[config.mk]
export PLATFORM = sky130hd
export DESIGN_NAME = click_event_queue_flat
export DESIGN_NICKNAME = d
export VERILOG_FILES = /design/src/rtl/click_event_queue_if.sv /design/src/rtl/click_event_queue.sv /design/src/flat_wrapper.sv
export SDC_FILE = /design/constraint.sdc
export NUM_CORES = 1
export LEC_CHECK = 0
export ABC_AREA = 1
export CELL_PAD_IN_SITES_DETAIL_PLACEMENT = 1
export CELL_PAD_IN_SITES_GLOBAL_PLACEMENT = 1
export CORE_MARGIN = 2
export CORE_UTILIZATION = 45
export DETAILED_ROUTE_END_ITERATION = 7
export HOLD_SLACK_MARGIN = 0.03
export PLACE_DENSITY_LB_ADDON = 0.1
export SYNTH_ARGS = -nofsm -noshare
export SYNTH_HDL_FRONTEND = slang
export SYNTH_SLANG_ARGS = --single-unit
export TNS_END_PERCENT = 20
[constraint.sdc]
create_clock -name clk_in -period 4 [get_ports clk_in]
set_clock_uncertainty 0.05 [all_clocks]
set_input_delay 0.6 -clock clk_in [delete_from_list [all_inputs] [get_ports clk_in]]
set_output_delay 0.6 -clock clk_in [all_outputs]
set_load 0.03 [all_outputs]
[src/rtl/click_event_queue_if.sv]
// Click event handshake bus: the queue drives the head event, the consumer drives evt_ready.
interface click_event_queue_if #(
  parameter int unsigned XW = 9,
  parameter int unsigned YW = 10
);
  logic          evt_valid;
  logic [XW-1:0] evt_x;
  logic [YW-1:0] evt_y;
  logic          evt_ready;

  modport master (output evt_valid, evt_x, evt_y, input evt_ready);
  modport slave  (input evt_valid, evt_x, evt_y, output evt_ready);
endinterface

[src/rtl/click_event_queue.sv]
// Conditions the raw click level, queues one clamped-coordinate event per press and holds a
// frame-stable cursor. Define CLICK_DEBOUNCE_EN to enable the debounce counter.
module click_event_queue #(
  parameter int unsigned CANVAS_WIDTH    = 360,
  parameter int unsigned CANVAS_HEIGHT   = 720,
  parameter int unsigned DEPTH           = 4,
  parameter int unsigned DEBOUNCE_CYCLES = 16
) (
  input  logic                              clk_in,
  input  logic                              rst_in,
  input  logic                              new_frame,
  input  logic [$clog2(CANVAS_WIDTH)-1:0]   mouse_x,
  input  logic [$clog2(CANVAS_HEIGHT)-1:0]  mouse_y,
  input  logic                              click,
  output logic [$clog2(CANVAS_WIDTH)-1:0]   cursor_x,
  output logic [$clog2(CANVAS_HEIGHT)-1:0]  cursor_y,
  click_event_queue_if.master               evt,
  output logic [$clog2(DEPTH):0]            evt_count,
  output logic                              overflow
);
  localparam int unsigned XW = $clog2(CANVAS_WIDTH);
  localparam int unsigned YW = $clog2(CANVAS_HEIGHT);
  localparam int unsigned AW = $clog2(DEPTH);
  localparam int unsigned CW = AW + 1;

  typedef struct packed {
    logic [XW-1:0] x;
    logic [YW-1:0] y;
  } evt_t;

  if (DEPTH < 2 || (DEPTH & (DEPTH - 1)) != 0 || DEBOUNCE_CYCLES < 2) begin : g_bad_param
    $error("click_event_queue: DEPTH must be a power of two >= 2, DEBOUNCE_CYCLES >= 2");
  end

  logic [XW-1:0] cx_c;
  logic [YW-1:0] cy_c;
  evt_t          new_evt_c;
  logic          db_q, db_d, db_dly_q;
  logic          push_req_c, full_c, pop_c, push_c;
  logic [XW-1:0] cursor_x_q, cursor_x_d;
  logic [YW-1:0] cursor_y_q, cursor_y_d;
  logic [AW-1:0] wr_ptr_q, wr_ptr_d, rd_ptr_q, rd_ptr_d;
  logic [CW-1:0] count_q, count_d;
  logic          valid_q, valid_d;
  logic          overflow_q, overflow_d;
  evt_t          head_q, head_d;
  evt_t          mem_q [DEPTH];

  // Canvas clamp of the live mouse position
  always_comb begin
    cx_c      = (32'(mouse_x) >= CANVAS_WIDTH)  ? XW'(CANVAS_WIDTH - 1)  : mouse_x;
    cy_c      = (32'(mouse_y) >= CANVAS_HEIGHT) ? YW'(CANVAS_HEIGHT - 1) : mouse_y;
    new_evt_c = '{x: cx_c, y: cy_c};
  end

`ifdef CLICK_DEBOUNCE_EN
  localparam int unsigned DBW = $clog2(DEBOUNCE_CYCLES);
  logic [DBW-1:0] cnt_q, cnt_d;

  // Level toggles only after DEBOUNCE_CYCLES consecutive disagreeing samples
  always_comb begin
    db_d  = db_q;
    cnt_d = '0;
    if (click != db_q) begin
      if (cnt_q == DBW'(DEBOUNCE_CYCLES - 1)) db_d = ~db_q;
      else                                    cnt_d = cnt_q + DBW'(1);
    end
  end

  always_ff @(posedge clk_in) begin
    if (rst_in) cnt_q <= '0;
    else        cnt_q <= cnt_d;
  end
`else
  always_comb db_d = click;
`endif

  always_comb begin
    cursor_x_d = cursor_x_q;
    cursor_y_d = cursor_y_q;
    if (new_frame) begin
      cursor_x_d = cx_c;
      cursor_y_d = cy_c;
    end

    push_req_c = db_q & ~db_dly_q;
    full_c     = (count_q == CW'(DEPTH));
    pop_c      = valid_q & evt.evt_ready;
    push_c     = push_req_c & (~full_c | pop_c);
    overflow_d = overflow_q | (push_req_c & full_c & ~pop_c);

    wr_ptr_d = wr_ptr_q + AW'(push_c);
    rd_ptr_d = rd_ptr_q + AW'(pop_c);
    count_d  = count_q + CW'(push_c) - CW'(pop_c);
    valid_d  = (count_d != '0);

    // Head register tracks the entry at the next read pointer, including one written this cycle
    if (push_c && (wr_ptr_q == rd_ptr_d)) head_d = new_evt_c;
    else                                  head_d = mem_q[rd_ptr_d];
  end

  always_ff @(posedge clk_in) begin
    if (rst_in) begin
      cursor_x_q <= '0;
      cursor_y_q <= '0;
      db_q       <= 1'b0;
      db_dly_q   <= 1'b0;
      wr_ptr_q   <= '0;
      rd_ptr_q   <= '0;
      count_q    <= '0;
      valid_q    <= 1'b0;
      overflow_q <= 1'b0;
      head_q     <= '0;
    end else begin
      cursor_x_q <= cursor_x_d;
      cursor_y_q <= cursor_y_d;
      db_q       <= db_d;
      db_dly_q   <= db_q;
      wr_ptr_q   <= wr_ptr_d;
      rd_ptr_q   <= rd_ptr_d;
      count_q    <= count_d;
      valid_q    <= valid_d;
      overflow_q <= overflow_d;
      head_q     <= head_d;
    end
  end

  // Storage is not reset; the pointers define which entries are live
  always_ff @(posedge clk_in) begin
    if (!rst_in && push_c) mem_q[wr_ptr_q] <= new_evt_c;
  end

  assign cursor_x      = cursor_x_q;
  assign cursor_y      = cursor_y_q;
  assign evt.evt_valid = valid_q;
  assign evt.evt_x     = head_q.x;
  assign evt.evt_y     = head_q.y;
  assign evt_count     = count_q;
  assign overflow      = overflow_q;

endmodule

[src/flat_wrapper.sv]
// flat-port wrapper written by rule: the top's interface ports become plain ports
module click_event_queue_flat 
#(
  parameter int unsigned CANVAS_WIDTH    = 360,
  parameter int unsigned CANVAS_HEIGHT   = 720,
  parameter int unsigned DEPTH           = 4,
  parameter int unsigned DEBOUNCE_CYCLES = 16
)
  (clk_in, rst_in, new_frame, mouse_x, mouse_y, click, cursor_x, cursor_y, evt_count, overflow, evt_evt_valid, evt_evt_x, evt_evt_y, evt_evt_ready);
  click_event_queue_if #(.XW(($clog2((360)))), .YW(($clog2((720))))) evt_i ();
  input  logic clk_in;
  input  logic rst_in;
  input  logic new_frame;
  input  logic [$clog2(CANVAS_WIDTH)-1:0] mouse_x;
  input  logic [$clog2(CANVAS_HEIGHT)-1:0] mouse_y;
  input  logic click;
  output logic [$clog2(CANVAS_WIDTH)-1:0] cursor_x;
  output logic [$clog2(CANVAS_HEIGHT)-1:0] cursor_y;
  output logic [$clog2(DEPTH):0] evt_count;
  output logic overflow;
  output wire logic [$bits(evt_i.evt_valid)-1:0] evt_evt_valid;
  output wire logic [$bits(evt_i.evt_x)-1:0] evt_evt_x;
  output wire logic [$bits(evt_i.evt_y)-1:0] evt_evt_y;
  input wire logic [$bits(evt_i.evt_ready)-1:0] evt_evt_ready;
  assign evt_evt_valid = evt_i.evt_valid;
  assign evt_evt_x = evt_i.evt_x;
  assign evt_evt_y = evt_i.evt_y;
  assign evt_i.evt_ready = evt_evt_ready;
  click_event_queue #(.CANVAS_WIDTH(CANVAS_WIDTH), .CANVAS_HEIGHT(CANVAS_HEIGHT), .DEPTH(DEPTH), .DEBOUNCE_CYCLES(DEBOUNCE_CYCLES)) u_core (.clk_in(clk_in), .rst_in(rst_in), .new_frame(new_frame), .mouse_x(mouse_x), .mouse_y(mouse_y), .click(click), .cursor_x(cursor_x), .cursor_y(cursor_y), .evt(evt_i), .evt_count(evt_count), .overflow(overflow));
endmodule
==> results.md, run 1 <==
- Vias in the first global route: 4532
- Clk slew on worst S/H paths: 0.06 ns
- Cell with the most instances after synthesis: nand2_1
- Sequential area share after synthesis: 61.18%
- Final WS setup: 1.467 ns
- Filler Cells Inserted: 1311
- CTS Root Cell: clkbuf_16
- Number of buffers added on ports: 66
- Drc violations: 1
- Global-route wire length before repair: 23000 um
- Core area: 11520 sq um
- Worst slew pin tran: 0.7798 ns
- Failing checks: design-rule violations
- Avg Inst Size Synth: 8.787 sq um
- Final setup violation count: 0
- DR vias: 4192
- Syn_nets: 636
- DIE HEIGHT: 112.9 um
- Post-CTS setup buffer count: 0
- Grt total ovfl: 0
- Area grow syn2layout: 25.50%
- ANT cells: 0
- Cts repair resizes: 0
- Synth top area share: 42.79%
- IO Pins: 67
- # rows: 39
- Initial antenna violation count: 0
- Arrival @ worst endpoint: 2.76 ns
- Max-slew violation count: 0
- Max_slew headroom: 48.01%
- Yosys reg bits: 125
- CP Max Fanout: 39
- Post-synth top area cell: edfxtp_1
- Synth top cells by count: nand2_1 (211), inv_1 (83), edfxtp_1 (76)
- Power density cells: 636.8 nW/um^2
- Die W: 112.9 um
- Place WS: 1.090 ns
- Setup crit end kind: flop
- Switching share of power: 33.85%
- Die area: 12740 sq um
- DP HPWL: 8725 um
- Nets: 703
- Highest clock rate: 394.8 MHz
- Prevailing post-synth register cell: edfxtp_1
- Status: finished, violations left
- Peak VDD IR: 0.0003403 V
- Hold slack: 0.4255 ns
- WL final: 14250 um
- Share of cells above drive strength 1: 7.715%
- DR pass1 iterations: 7
- Final Hold Fails: 0
- Max_cap viols: 0
- CTS Buffer Depth: 2
- Critical path type: input port to flop
- Type of the most critical hold path: flop to flop
- Count of mapped cells out of synthesis: 607
- Minimum clock period: 2.533 ns
- Largest net degree at the start of global routing: 40
- Synth Cell Area: 5334 sq um
- Synth warn: 0
- Async S/R FF share, synth: 0%
- Pleak: 0.003086 uW
- TritonCTS clock tree: done
- Clock Power Share: 34.8%
- # hold bufs at CTS: 0
- H-tree depth: 4
- Final core occ: 58.13%
- Top area cells in the synthesized netlist: edfxtp_1 (43%), dfxtp_1 (18%), nand2_1 (15%)
- Starting Density: 46.32%
- Switching power: 1443 uW
- Internal power: 2820 uW
- Share of power burned in registers: 36.3%
- Later-pin clock latency in the skew report: 0.41 ns
- Tcrit/Tclk final: 63.32%
- Post-route ant nets: 0
- Synth cell types: 25
- EDFF count, synth: 76
- Critical path startpoint category: input port
- Clock sinks: 125
- Power share of the combinational group: 28.9%
- Cts bufs inserted: 17
- GPL Wtd Cong: 0.7474
- Wirelength per Cell: 17.16 um
- All-Layer GR Usage: 23.71%
- Detailed-route vias per instance: 5.051
- Final TNS setup: 0 ns
- Worst Path Required: 4.23 ns
- Initial DRC count: 165
- RSZ-0062 raised after global routing: false
## per-stage QoR
stage / power [uW] / cell area, sq um / std cells
floorplan: 2412 / 5334 / 607
CTS: 4299 / 6694 / 830
finish: 4263 / 6694 / 830
detailed placement: 2798 / 6103 / 798
global route: 4478 / 6694 / 830
global placement: 2757 / 6103 / 798
## metal layers
layer,vias to the layer above,global-route usage [%],wire length [um]
met2,126,40.28,7129
met3,23,4.713,835
met4,0,9.837,271
met1,2021,29.78,6009
met5,-,0,0
li1,2022,-,-
## worst max-delay path, cell delays in order
cell	delay, ns
clkdlybuf4s50_1	0.46
nand2_1	0.06
inv_1	0.09
ha_1	0.28
inv_2	0.57
nand2_1	0.11
nand2_1	0.11
nand2_1	0.06
nand2_1	0.09
nor2_1	0.06
o21ai_1	0.14
nand2_1	0.10
## final timing paths
kind	start	to	slack (ns)	cells past startpoint
worst max register to register	u_core.evt.evt_valid	u_core.evt.evt_y[7]	1.77	11
worst max-delay path	evt_evt_ready	u_core.evt.evt_y[7]	1.47	12
worst min register to register	u_core.cursor_y[6]	u_core.cursor_y[6]	0.43	2
worst min-delay path	u_core.cursor_y[6]	u_core.cursor_y[6]	0.43	2
## placed cells by master (no fill, tap or decap), types with 6 or more instances in the layout
cell | Yosys | final
a21oi_1 | 10 | 10
buf_4 | 4 | 10
clkbuf_16 | 0 | 20
clkdlybuf4s50_1 | 0 | 66
dfxtp_1 | 49 | 49
edfxtp_1 | 76 | 76
inv_1 | 83 | 83
nand2_1 | 211 | 211
nand3_1 | 12 | 12
nand3b_1 | 6 | 6
nor2_1 | 74 | 74
o21ai_0 | 17 | 17
o21ai_1 | 19 | 19
## flip-flops by register name, summed over array words and instances (netlist names), 2 cells and up
signal / cells
u_core.evt.evt_y: 10
u_core.cursor_y: 10
u_core.mem_q: 76
u_core.evt.evt_x: 9
u_core.cursor_x: 9
u_core.wr_ptr_q: 2
u_core.evt_count: 3
u_core.rd_ptr_q: 2
## logic make-up after synthesis
logic type | Yosys count | share of synthesized area [%]
fa+ha+maj | 5 | 1.314
simple gates | 314 | 23.50
flops | 125 | 61.18
buf+inv | 113 | 9.078
compound gates | 48 | 4.598
xor+xnor | 2 | 0.3285
## final cells by class
class / count / area [sq um] / share of cell area (%)
clock inverter: 11 / 76.32 / 1.140
timing repair buffer: 76 / 735.7 / 10.99
multi-input combinational: 369 / 1607 / 24.00
tap: 143 / 178.9 / 2.673
clock buffer: 21 / 514.2 / 7.682
inverter: 85 / 319.1 / 4.766
sequential: 125 / 3263 / 48.75
## power groups by stage
| stage | combinational (uW) | clock (uW) | sequential, uW |
|---|---|---|---|
| 4_1_cts | 1250 | 1500 | 1550 |
| 6_report | 1230 | 1480 | 1550 |
| 3_3_place_gp | 1180 | 0 | 1570 |
| 2_1_floorplan | 656 | 0 | 1760 |
| 3_5_place_dp | 1220 | 0 | 1570 |
| 5_1_grt | 1360 | 1560 | 1560 |
Power figures use the tool's default switching activity.
==> run 2, diff against run 1 <==
- CORE_UTILIZATION: 45 -> 38
- clock period: 4 -> 2.12 ns (I/O delays scaled with it)
==> results.md, run 2 (same netlist as run 1, synthesis figures left out) <==
- Status: complete, no violations (was finished, violations left)
- Initial antenna violation count: 0 (unchanged)
- Highest clock rate: 524.3 MHz
- GRT Max-Usage Layer: met2 (unchanged)
- Cts bufs inserted: 17 (unchanged)
- Tcrit/Tclk final: 89.97%
- DP HPWL: 9631 um (was 8725 um)
- Minimum clock period: 1.907 ns
- Final Non-Filler Cells: 888 (was 830)
- Drc violations: 0 (was 1)
- Placed Instances: 856 (was 798)
- Setup crit end kind: flop (unchanged)
- Die W: 122.5 um (was 112.9 um)
- Max_cap viols: 0 (unchanged)
- Switching share of power: 32.80% (was 33.85%)
- CTS Root Cell: clkbuf_16 (unchanged)
- Most common cell after layout, fill and taps aside: nand2_1 (unchanged)
- Peak VDD IR: 0.0005250 V (was 0.0003403 V)
- R2R depth: 10 (was 11)
- Switching power: 2684 uW (was 1443 uW)
- CP Max Fanout: 4 (was 39)
- Wirelength per Cell: 16.25 um (was 17.16 um)
- Clock Power Share: 33.4% (was 34.8%)
- Power share of the combinational group: 31.1% (was 28.9%)
- IO Pins: 67 (unchanged)
- Largest Register: u_core.mem_q (unchanged)
- Nets: 724 (was 703)
- GR Layer Usage met3: 5.948% (was 4.713%)
- Share of cells above drive strength 1: 9.746% (was 7.715%)
- Die area: 15000 sq um (was 12740 sq um)
- DR vias: 4240 (was 4192)
- Critical path startpoint category: flop (was input port)
- Met2 usage: 34.90% (was 40.28%)
- Detailed-route vias per instance: 4.775 (was 5.051)
- Starting Density: 38.73% (was 46.32%)
- Max_slew headroom: 61.82% (was 48.01%)
- Core area: 13770 sq um (was 11520 sq um)
- Met1 global-route usage: 25.09% (was 29.78%)
- Vias in the first global route: 4568 (was 4532)
- Worst slew pin tran: 0.5706 ns (was 0.7798 ns)
- Later-pin clock latency in the skew report: 0.41 ns (about the same)
- Post-route ant nets: 0 (unchanged)
- Initial DRC count: 185 (was 165)
- Area grow syn2layout: 30.10% (was 25.50%)
- Grt total ovfl: 0 (unchanged)
- Max-slew violation count: 0 (unchanged)
- Clk slew on worst S/H paths: 0.05 ns (was 0.06 ns)
- Clock sinks: 125 (unchanged)
- Type of the most critical hold path: input port to flop (was flop to flop)
- Number of buffers added on ports: 66 (unchanged)
- # hold bufs at CTS: 0 (unchanged)
- RSZ-0062 raised after global routing: false (unchanged)
- All-Layer GR Usage: 20.88% (was 23.71%)
- Global-route wire length before repair: 23140 um (was 23000 um)
- DR pass1 iterations: 4 (was 7)
- WL final: 14430 um (was 14250 um)
- Final setup violation count: 0 (unchanged)
- CTS Buffer Depth: 2 (unchanged)
- Worst Path Required: 2.37 ns (was 4.23 ns)
- Share of power burned in registers: 35.6% (was 36.3%)
- Final TNS setup: 0 ns (unchanged)
- Max reg flops: 76 (unchanged)
- Hold Path Stages: 3 (was 2)
- # rows: 43 (was 39)
- DIE HEIGHT: 122.5 um (was 112.9 um)
- Post-CTS setup buffer count: 0 (unchanged)
- Arrival @ worst endpoint: 2.16 ns (was 2.76 ns)
- GPL Wtd Cong: 0.8216 (was 0.7474)
- ANT cells: 0 (unchanged)
- H-tree depth: 4 (unchanged)
- Power density cells: 1179 nW/um^2 (was 636.8 nW/um^2)
- Final Hold Fails: 0 (unchanged)
- Critical path type: flop to flop (was input port to flop)
- Pleak: 0.003189 uW (was 0.003086 uW)
- Largest net degree at the start of global routing: 31 (was 40)
- Most frequent cells in the layout: nand2_1 (211), inv_1 (83), edfxtp_1 (76), nor2_1 (74), clkdlybuf4s50_1 (66) (unchanged)
- Internal power: 5500 uW (was 2820 uW)
- TritonCTS clock tree: done (unchanged)
run 2: power by group through the flow:
| stage | Sequential [uW] | Clock (uW) | Combinational, uW |
|---|---|---|---|
| 2_1_floorplan | 3310 | 0 | 1240 |
| 3_3_place_gp | 2960 | 0 | 2470 |
| 3_5_place_dp | 2960 | 0 | 2550 |
| 4_1_cts | 2920 | 2790 | 2570 |
| 5_1_grt | 2930 | 2890 | 2800 |
| 6_report | 2910 | 2730 | 2540 |
run 2: per-layer routing:
| layer | vias to the layer above | wire length [um] |
|---|---|---|
| met5 | - | 0 |
| met4 | 0 | 251 |
| met3 | 17 | 838 |
| met2 | 92 | 6947 |
| met1 | 2064 | 6392 |
| li1 | 2067 | - |
run 2: critical path: stages (launching register included):
cell and delay (ns):
dfxtp_1 0.40, nor2_1 0.07, nand3_1 0.10, inv_1 0.08
nor3_2 0.19, ha_1 0.20, fa_1 0.41, inv_1 0.09
nand4_1 0.09, nand2_1 0.07, inv_1 0.05
run 2: what timing repair did:
| action | CTS | global route |
|---|---|---|
| setup endpoints to repair | 0 | 1 |
| gates resized for setup | 0 | 1 |
| hold endpoints to repair | 0 | 0 |
run 2: final timing paths:
check,start,slack [ns],end
setup reg to reg,u_core.evt_count[1],0.21,u_core.evt.evt_valid
hold / removal,click,0.39,u_core.db_q
hold reg to reg,u_core.cursor_x[5],0.43,u_core.cursor_x[5]
setup / recovery,u_core.evt_count[1],0.21,u_core.evt.evt_valid
run 2: per-stage QoR:
stage | hold WS [ns] | setup WS [ns] | power [uW] | utilization (%) | instance area (sq um)
6_report | 0.3869 | 0.2126 | 8185 | 50.38 | 6939
5_1_grt | 0.4187 | 0.04446 | 8624 | 50.38 | 6939
4_1_cts | 0.3748 | 0.09680 | 8271 | 50.35 | 6934
3_5_place_dp | 0.4085 | -0.2625 | 5508 | 46.34 | 6382
3_3_place_gp | 0.4119 | -0.1269 | 5426 | 46.34 | 6382
2_1_floorplan | 0.3750 | -0.2212 | 4555 | - | 5354
run 2: layout make-up:
| type | instances | area (sq um) |
|---|---|---|
| tap | 180 | 225.2 |
| inverter | 85 | 319.1 |
| clock buffer | 23 | 457.9 |
| timing repair buffer | 97 | 968.4 |
| multi-input combinational | 369 | 1612 |
| fill | 1619 | 6834 |
| clock inverter | 9 | 93.84 |
| sequential | 125 | 3263 |
==> run 3, diff against run 2 <==
- CTS_CLUSTER_SIZE: unset -> 14
- GPL_ROUTABILITY_DRIVEN: unset -> 0
==> results of run 3 <==
Same layout as run 2: the final DEF is identical, and so are final timing and power.
